--- src/rtl/async_fifo_pkg.sv ---
// Shared defaults and Gray/binary pointer conversion helpers for async_fifo.
// Helpers take the pointer width as an argument and operate on zero-extended values.
package async_fifo_pkg;

  localparam int unsigned ADDR_WIDTH_DEF = 4;
  localparam int unsigned DATA_WIDTH_DEF = 8;
  localparam int unsigned PTR_W_MAX      = 32;

  typedef logic [PTR_W_MAX-1:0] ptr_t;

  function automatic ptr_t width_mask(input int unsigned w);
    ptr_t m;
    if (w >= PTR_W_MAX) m = '1;
    else                m = (ptr_t'(1) << w) - ptr_t'(1);
    return m;
  endfunction

  function automatic ptr_t bin2gray(input ptr_t bin, input int unsigned w);
    ptr_t b;
    b = bin & width_mask(w);
    return b ^ (b >> 1);
  endfunction

  // Upper bits are masked to zero, so the MSB-first prefix XOR is correct for any w.
  function automatic ptr_t gray2bin(input ptr_t gray, input int unsigned w);
    ptr_t g;
    ptr_t b;
    g = gray & width_mask(w);
    b = g;
    for (int i = PTR_W_MAX - 2; i >= 0; i--) begin
      b[i] = b[i+1] ^ g[i];
    end
    return b;
  endfunction

endpackage

--- src/rtl/fifo_mem_dp.sv ---
// Simple dual-port storage: one write port, one registered read port.
// The array itself is never reset; only the read-data register is.
module fifo_mem_dp #(
  parameter int unsigned ADDR_WIDTH = 4,
  parameter int unsigned DATA_WIDTH = 8
) (
  input  logic                  clk,
  input  logic                  rst,
  input  logic                  we,
  input  logic [ADDR_WIDTH-1:0] waddr,
  input  logic [DATA_WIDTH-1:0] wdata,
  input  logic                  re,
  input  logic [ADDR_WIDTH-1:0] raddr,
  output logic [DATA_WIDTH-1:0] rdata
);

  localparam int unsigned DEPTH = 1 << ADDR_WIDTH;

  logic [DATA_WIDTH-1:0] mem_q [DEPTH];
  logic [DATA_WIDTH-1:0] rdata_d;
  logic [DATA_WIDTH-1:0] rdata_q;

  always_ff @(posedge clk) begin
    if (we) mem_q[waddr] <= wdata;
  end

  // Read data holds its value when no read is granted.
  always_comb begin
    rdata_d = rdata_q;
    if (re) rdata_d = mem_q[raddr];
  end

  always_ff @(posedge clk or posedge rst) begin
    if (rst) rdata_q <= '0;
    else     rdata_q <= rdata_d;
  end

  assign rdata = rdata_q;

endmodule

--- src/rtl/async_fifo.sv ---
// Single-clock FIFO with Gray-coded pointers and full/empty back-pressure.
// Define FIFO_LEVEL_EN to expose the occupancy count on the level port.
module async_fifo
  import async_fifo_pkg::*;
#(
  parameter int unsigned ADDR_WIDTH = ADDR_WIDTH_DEF,
  parameter int unsigned DATA_WIDTH = DATA_WIDTH_DEF
) (
  input  logic                  clk,
  input  logic                  rst,
  input  logic                  wr_en,
  input  logic [DATA_WIDTH-1:0] din,
  input  logic                  rd_en,
  output logic [DATA_WIDTH-1:0] dout,
  output logic                  full,
`ifdef FIFO_LEVEL_EN
  output logic                  empty,
  output logic [ADDR_WIDTH:0]   level
`else
  output logic                  empty
`endif
);

  localparam int unsigned PTR_W = ADDR_WIDTH + 1;
  // Inverting the top two Gray bits of the read pointer gives the "one lap ahead" write pointer.
  localparam logic [PTR_W-1:0] FULL_MASK = PTR_W'(3) << (PTR_W - 2);

  logic [PTR_W-1:0] wr_bin_d,  wr_bin_q;
  logic [PTR_W-1:0] wr_gray_d, wr_gray_q;
  logic [PTR_W-1:0] rd_bin_d,  rd_bin_q;
  logic [PTR_W-1:0] rd_gray_d, rd_gray_q;
  logic             wr_go;
  logic             rd_go;

  assign empty = (rd_gray_q == wr_gray_q);
  assign full  = (wr_gray_q == (rd_gray_q ^ FULL_MASK));
  assign wr_go = wr_en && !full;
  assign rd_go = rd_en && !empty;

  always_comb begin
    wr_bin_d  = wr_bin_q;
    rd_bin_d  = rd_bin_q;
    if (wr_go) wr_bin_d = wr_bin_q + PTR_W'(1);
    if (rd_go) rd_bin_d = rd_bin_q + PTR_W'(1);
    wr_gray_d = PTR_W'(bin2gray(ptr_t'(wr_bin_d), PTR_W));
    rd_gray_d = PTR_W'(bin2gray(ptr_t'(rd_bin_d), PTR_W));
  end

  always_ff @(posedge clk or posedge rst) begin
    if (rst) begin
      wr_bin_q  <= '0;
      wr_gray_q <= '0;
      rd_bin_q  <= '0;
      rd_gray_q <= '0;
    end else begin
      wr_bin_q  <= wr_bin_d;
      wr_gray_q <= wr_gray_d;
      rd_bin_q  <= rd_bin_d;
      rd_gray_q <= rd_gray_d;
    end
  end

  fifo_mem_dp #(
    .ADDR_WIDTH (ADDR_WIDTH),
    .DATA_WIDTH (DATA_WIDTH)
  ) u_mem (
    .clk   (clk),
    .rst   (rst),
    .we    (wr_go),
    .waddr (wr_bin_q[ADDR_WIDTH-1:0]),
    .wdata (din),
    .re    (rd_go),
    .raddr (rd_bin_q[ADDR_WIDTH-1:0]),
    .rdata (dout)
  );

`ifdef FIFO_LEVEL_EN
  assign level = wr_bin_q - rd_bin_q;
`endif

endmodule

--- config.mk ---
export PLATFORM = sky130hd
export DESIGN_NAME = async_fifo
export DESIGN_NICKNAME = d
export VERILOG_FILES = /design/src/rtl/async_fifo_pkg.sv /design/src/rtl/fifo_mem_dp.sv /design/src/rtl/async_fifo.sv
export SDC_FILE = /design/constraint.sdc
export NUM_CORES = 1
export LEC_CHECK = 0
export ABC_AREA = 1
export BUFFER_PORTS_ARGS = -buffer_cell sky130_fd_sc_hd__buf_2
export CAP_MARGIN = 20
export CORE_ASPECT_RATIO = 1.75
export CORE_UTILIZATION = 40
export CTS_CLUSTER_SIZE = 24
export DETAILED_ROUTE_END_ITERATION = 10
export GPL_ROUTABILITY_DRIVEN = 1
export SLEW_MARGIN = 20
export SYNTH_ARGS = -nofsm -noshare
export SYNTH_HDL_FRONTEND = slang
export SYNTH_HIERARCHICAL = 1
export SYNTH_SLANG_ARGS = --single-unit
--- constraint.sdc ---
create_clock -name clk -period 1.7 [get_ports clk]
set_input_delay 0.34 -clock clk [delete_from_list [all_inputs] [get_ports clk]]
set_output_delay 0.34 -clock clk [all_outputs]
set_load 0.01 [all_outputs]
==> metrics.txt, run 1 <==
status=finished, violations left; failing checks=negative setup slack; Netlist cell types=20; critical path peak fanout=8; switch share=0.397; Buf/Inv on CP=4; Slew HR=0.664; DIE WIDTH=101 um; Post-Syn Area=0.00691 mm2; leakage=3.47 nW; min-delay worst type=in -> reg; die height=176 um; Worst EP required=1.84 ns; CTS tree=yes; smallest setup slack after layout=-0.132 ns; GRT Util Overall=0.207; Root Driver=clkbuf_16; GRT overflow=0; placer congestion estimate=0.906; Ant. Diodes=0; max-slew violation count=0; vias in the first global route=4867; RSZ-0062 raised after global routing=true; core area=0.0169 mm2; DRC viols=0; Sw Pwr=5.75 mW; f_max=546 MHz; CTS Buf Count=17; final setup fails=138; setup TNS=-8.25 ns; first-pass GRT wire length=26.3 mm; Max-cap violations=0; syn_area_per_cell=10.3 um2; clock tree buffer depth=2; crit-path max cell delay=0.42 ns; Iteration-0 DRC Markers=310; syn_nets=686; Synth Register Bits=154; placed cells=925; antenna-violating nets left=0; PD cells=1730 mW/mm2; critical path capture point type=register; Final Util=0.495; pin count of the biggest net entering global routing=65; antenna violations before repair=0; post-DR wirelength/cell=17.3 um; Clk network pwr share=0.225; final non-filler cell total=972; row count=63; share of cells above drive strength 1=0.239; Comb pwr share=0.424; H-tree depth=4; final WL=16.8 mm; Worst-Margin Slew=0.504 ns; Slowest cell on crit path=dfrtp_1; Final Total Pwr=14.5 mW; sequential element share of the synthesized area=0.651; Final nets=746; Final HPWL DP=11.4 mm; clock sink count=154; sequential power share=0.351; CP Launch Type=register; detail-routed via count per cell=5.09; Syn-to-layout area delta=21.4%; commonest non-fill, non-tap cell in the layout=nand2_1; WP data arrival=1.97 ns; io pins=22; clk_skew=0.00727 ns; fin crit period=1.83 ns; Clk pin slew, worst setup/hold paths=0.06 ns; yosys warns=6; most frequent cells in the layout=nand2_1, edfxtp_1, nand3_1; cell family with most CP delay=simple AND/OR/NAND/NOR gates; IO buf count=21; crit-path cells=buf_6, nand2_2, nand2_4, nand3_4, o21bai_4, inv_4, buf_4, nand3_4, nor2_4, buf_6; Period Utilization, post-route=1.08; initial core utilization=0.408; post-synthesis cell count=672; Clock Latency Late Sink=0.43 ns; Die Area=0.0178 mm2; Int Pwr=8.73 mW; Final Hold Fails=0; Initial DRT Pass Iterations=5; Via Count=4950; kind of critical path=reg -> reg; peak supply drop=0.000780 V
==> cells by family after synthesis <==
| family | share of synthesized area |
|---|---|
| AOI/OAI and AO/OA | 0.00978 |
| xor gates and xnor gates | 0.00888 |
| adders and majority gates | 0.00362 |
| buffers and inverters | 0.0572 |
| DFF | 0.651 |
| and+or+nand+nor | 0.270 |
==> per-layer routing <==
| metal | vias to the layer above | global-route usage | share of wire |
|---|---|---|---|
| li1 | 2368 | - | - |
| met1 | 2401 | 0.220 | 0.37 |
| met2 | 142 | 0.375 | 0.55 |
| met3 | 39 | 0.0430 | 0.037 |
| met4 | 0 | 0.108 | 0.043 |
| met5 | - | 0 | 0 |
==> final timing paths <==
check                               startpoint                 end  slack, ns  cells after the start
worst min-delay path                     rd_en         rd_bin_q[4]       0.30                      3
min in group asynchronous                  rst      u_mem/rdata[0]       0.42                      3
max in group asynchronous                  rst         rd_bin_q[1]       0.96                      4
worst min register to register  u_mem/rdata[4]      u_mem/rdata[4]       0.48                      2
worst max-delay path               wr_bin_q[4]  u_mem/mem_q[15][0]      -0.13                     10
worst max register to register     wr_bin_q[4]  u_mem/mem_q[15][0]      -0.13                     10
==> stage by stage <==
step	area, um2	setup slack [ns]	hold slack [ns]
6_report	8380	-0.132	0.298
5_1_grt	8380	-0.213	0.298
4_1_cts	8020	-0.136	0.281
3_5_place_dp	7350	-0.0432	0.318
3_3_place_gp	7350	0.0117	0.311
2_1_floorplan	6920	-0.0577	0.156
==> cell type report <==
class	instances	area, um2
tap	227	284
inverter	36	153
multi-input combinational	451	2310
sequential	154	4500
clock inverter	14	83.8
clock buffer	18	429
timing repair buffer	72	629
fill	1491	8570
==> state kept, by name, summed over array words and instances (netlist names) <==
register     cells
rd_bin_q         5
wr_gray_q        4
wr_bin_q         5
u_mem/mem_q    128
rd_gray_q        4
u_mem/rdata      8
==> Yosys cell counts <==
cell / n / share of area
buf_6: 11 / 0.018
nor2_1: 19 / 0.010
nand2_1: 277 / 0.15
edfxtp_1: 128 / 0.56
clkbuf_8: 3 / 0.0060
inv_1: 31 / 0.017
nand3_1: 117 / 0.085
xnor2_1: 1 / 0.0013
xor2_1: 6 / 0.0076
o21bai_1: 4 / 0.0043
inv_2: 5 / 0.0027
dfrtp_1: 26 / 0.094
nand3b_1: 6 / 0.0065
nand3_2: 4 / 0.0058
o21bai_4: 2 / 0.0054
buf_2: 13 / 0.0094
ha_1: 2 / 0.0036
buf_4: 4 / 0.0043
nand2_2: 11 / 0.010
nor2_2: 2 / 0.0018
==> power by group through the flow <==
stage               Sequential (mW)  Combinational [mW]  Clock, mW
floorplan                      5.00                3.62          0
global placement               5.09                4.89          0
detailed placement             5.11                4.95          0
CTS                            5.05                5.34       3.31
global route                   5.14                6.73       3.47
finish                         5.08                6.13       3.26
==> tightest hold or removal path: stages <==
cell and delay, ns:
buf_2 0.16, nand3_1 0.11, nand2_2 0.06
==> repair_timing <==
| action | CTS | global route |
|---|---|---|
| hold buffers | 1 | 0 |
| endpoints found under the hold margin | 26 | 0 |
| buffers inserted | 7 | 11 |
| pin swaps | 9 | 33 |
| endpoints found under the setup margin | 78 | 143 |
| resized for setup | 24 | 85 |
Note: power is estimated with default switching activity, not from simulation.
==> run 2: changes to the inputs <==
CORE_ASPECT_RATIO = unset   (was 1.75)
==> run 2 against run 1 <==
  * Sequential share of layout area is 1.2 points higher
  * Register-to-register slack improved by 0.11 ns
  * Final area decreased by 2.3%
  * Setup slack better by 0.0081 ns
  * The flow still finishes with violations (negative setup slack)
  * Critical endpoint is now full
  * Cell count is 0.82% lower
  * Flip-flop and latch count unchanged
==> metrics.txt, run 2 (synthesis gave the netlist of run 1 again) <==
post-DR wirelength/cell=16.9 um (-2.6%); WP data arrival=1.48 ns (-0.49 ns); CTS tree=yes; RSZ-0062 raised after global routing=true; Ant. Diodes=0 (unchanged); io pins=22 (unchanged); DRC viols=0 (unchanged); peak supply drop=0.000850 V (+8.9%); Final Hold Fails=0 (unchanged); min-delay worst type=in -> reg; critical path peak fanout=4 (-4); GRT overflow=0 (unchanged); detail-routed via count per cell=5.04 (-1.1%); initial core utilization=0.414 (+0.00601); f_max=548 MHz (+0.45%); status=finished, violations left; share of cells above drive strength 1=0.198 (-0.0413); Worst EP required=1.36 ns (-0.48 ns); Clk pin slew, worst setup/hold paths=0.06 ns (about the same); Clock Latency Late Sink=0.43 ns (about the same); Worst-Margin Slew=0.521 ns (+0.0167 ns); dpl cell area=0.00739 mm2 (+0.53%); IO buf count=21 (unchanged); Root Driver=clkbuf_16; clock tree buffer depth=2 (unchanged); final non-filler cell total=964 (-0.82%); pin count of the biggest net entering global routing=33 (-49%); vias in the first global route=4763 (-2.1%); die height=133 um (-24%); crit-path max cell delay=0.41 ns (about the same); leakage=3.42 nW (-1.5%); antenna violations before repair=0 (unchanged); Slowest cell on crit path=dfrtp_1; Final nets=746 (unchanged); Period Utilization, post-route=1.07 (-0.00479); Syn-to-layout area delta=18.6%; Max-cap violations=0 (unchanged); commonest non-fill, non-tap cell in the layout=nand2_1; cell family with most CP delay=flip-flops; max reg flops=128 (unchanged); clock sink count=154 (unchanged); final WL=16.3 mm (-3.4%); smallest setup slack after layout=-0.124 ns (+0.00814 ns); kind of critical path=reg -> out; setup TNS=-0.576 ns (+7.67 ns); Initial DRT Pass Iterations=5 (unchanged); failing checks=negative setup slack; final setup fails=34 (-75%); H-tree depth=4 (unchanged); most frequent cells in the layout=nand2_1, edfxtp_1, nand3_1; fin crit period=1.82 ns (-0.00814 ns); clk_skew=0.00844 ns (+0.00117 ns); Final HPWL DP=10.9 mm (-4.7%); antenna-violating nets left=0 (unchanged); DIE WIDTH=133 um (+32%); Fill cells=1476 (-1.0%); max-slew violation count=0 (unchanged); CP Launch Type=register; crit-path cells=inv_2, buf_6, nand2_4, nand2_2, nor2_4, nand2_4, inv_2, buf_6; Placement Setup Slack=-0.0968 ns (-0.0536 ns); row count=47 (-25%); Via Count=4857 (-1.9%); Iteration-0 DRC Markers=402 (+30%); CTS Buf Count=17 (unchanged); GRT Util Overall=0.197 (-0.00930); placer congestion estimate=0.894 (-1.4%); cell area after layout=0.00819 mm2 (-2.3%); Slew HR=0.653 (-0.0107); core area=0.0167 mm2 (-1.5%); first-pass GRT wire length=25.9 mm (-1.8%); Buf/Inv on CP=4 (unchanged); Final Total Pwr=14.2 mW (-2.1%); PD cells=1730 mW/mm2 (+0.20%); critical path capture point type=output port; Reg with most FFs=u_mem/mem_q; R2R setup slack=-0.02 ns (+0.11 ns); placed cells=921 (-0.43%); Die Area=0.0178 mm2 (-0.12%)
run 2: changes by cell type in the layout (fill, tap and decap cells not counted), moves of 5 or more:
cell     before  now
nand2_2      27   16
nand2_4      17    5
nand2_1     243  266
nor2_1        8   13
buf_4        28   35
nor2_4       10    4
buf_6        19   11
run 2: layout make-up:
type / count / area [um2] / share of cell area
clock buffer: 18 / 429 / 0.0524
clock inverter: 13 / 105 / 0.0128
inverter: 36 / 148 / 0.0180
multi-input combinational: 451 / 2130 / 0.260
sequential: 154 / 4500 / 0.549
tap: 220 / 275 / 0.0336
timing repair buffer: 72 / 607 / 0.0741
run 2: path summary, 6_finish.rpt:
kind | depth (start not counted) | start | end
worst max-delay path | 8 | rd_bin_q[4] | full
worst min-delay path | 3 | rd_en | rd_bin_q[0]
worst max register to register | 9 | rd_bin_q[4] | u_mem/mem_q[5][1]
worst min register to register | 2 | u_mem/rdata[2] | u_mem/rdata[2]
max in group asynchronous | 4 | rst | rd_gray_q[3]
min in group asynchronous | 3 | rst | u_mem/rdata[6]
run 2: stage by stage:
step	utilization	hold slack (ns)
CTS	0.481	0.272
global placement	0.443	0.298
global route	0.490	0.292
finish	0.490	0.286
detailed placement	0.443	0.315
floorplan	-	0.156
run 2: worst min-delay path: cells and delay by family:
family / cells / cell delay [ns]
buffers and inverters: 1 / 0.16
and+or+nand+nor: 2 / 0.17
run 2: timing repair:
action                                  in CTS  in global routing
setup buffers                                4                  9
pin swaps                                   11                 10
endpoints found under the setup margin     130                142
gates resized for setup                     19                 29
hold buffers                                 1                  0
endpoints found under the hold margin       17                  0
run 2: where the power goes:
part / switching (mW) / leakage (nW) / internal [mW]
registers: 0.420 / 1.48 / 4.64
clock network: 1.40 / 0.253 / 1.98
logic: 3.63 / 1.68 / 2.10
total: 5.45 / 3.42 / 8.72
run 2: per-layer routing:
layer / GRT usage / vias to the layer above / wire length, um / part of all wire
met2: 0.326 / 166 / 8040 / 0.49
met1: 0.251 / 2298 / 6990 / 0.43
met5: 0 / - / 0 / 0
li1: - / 2362 / - / -
met3: 0.0392 / 31 / 854 / 0.053
met4: 0.0896 / 0 / 388 / 0.024
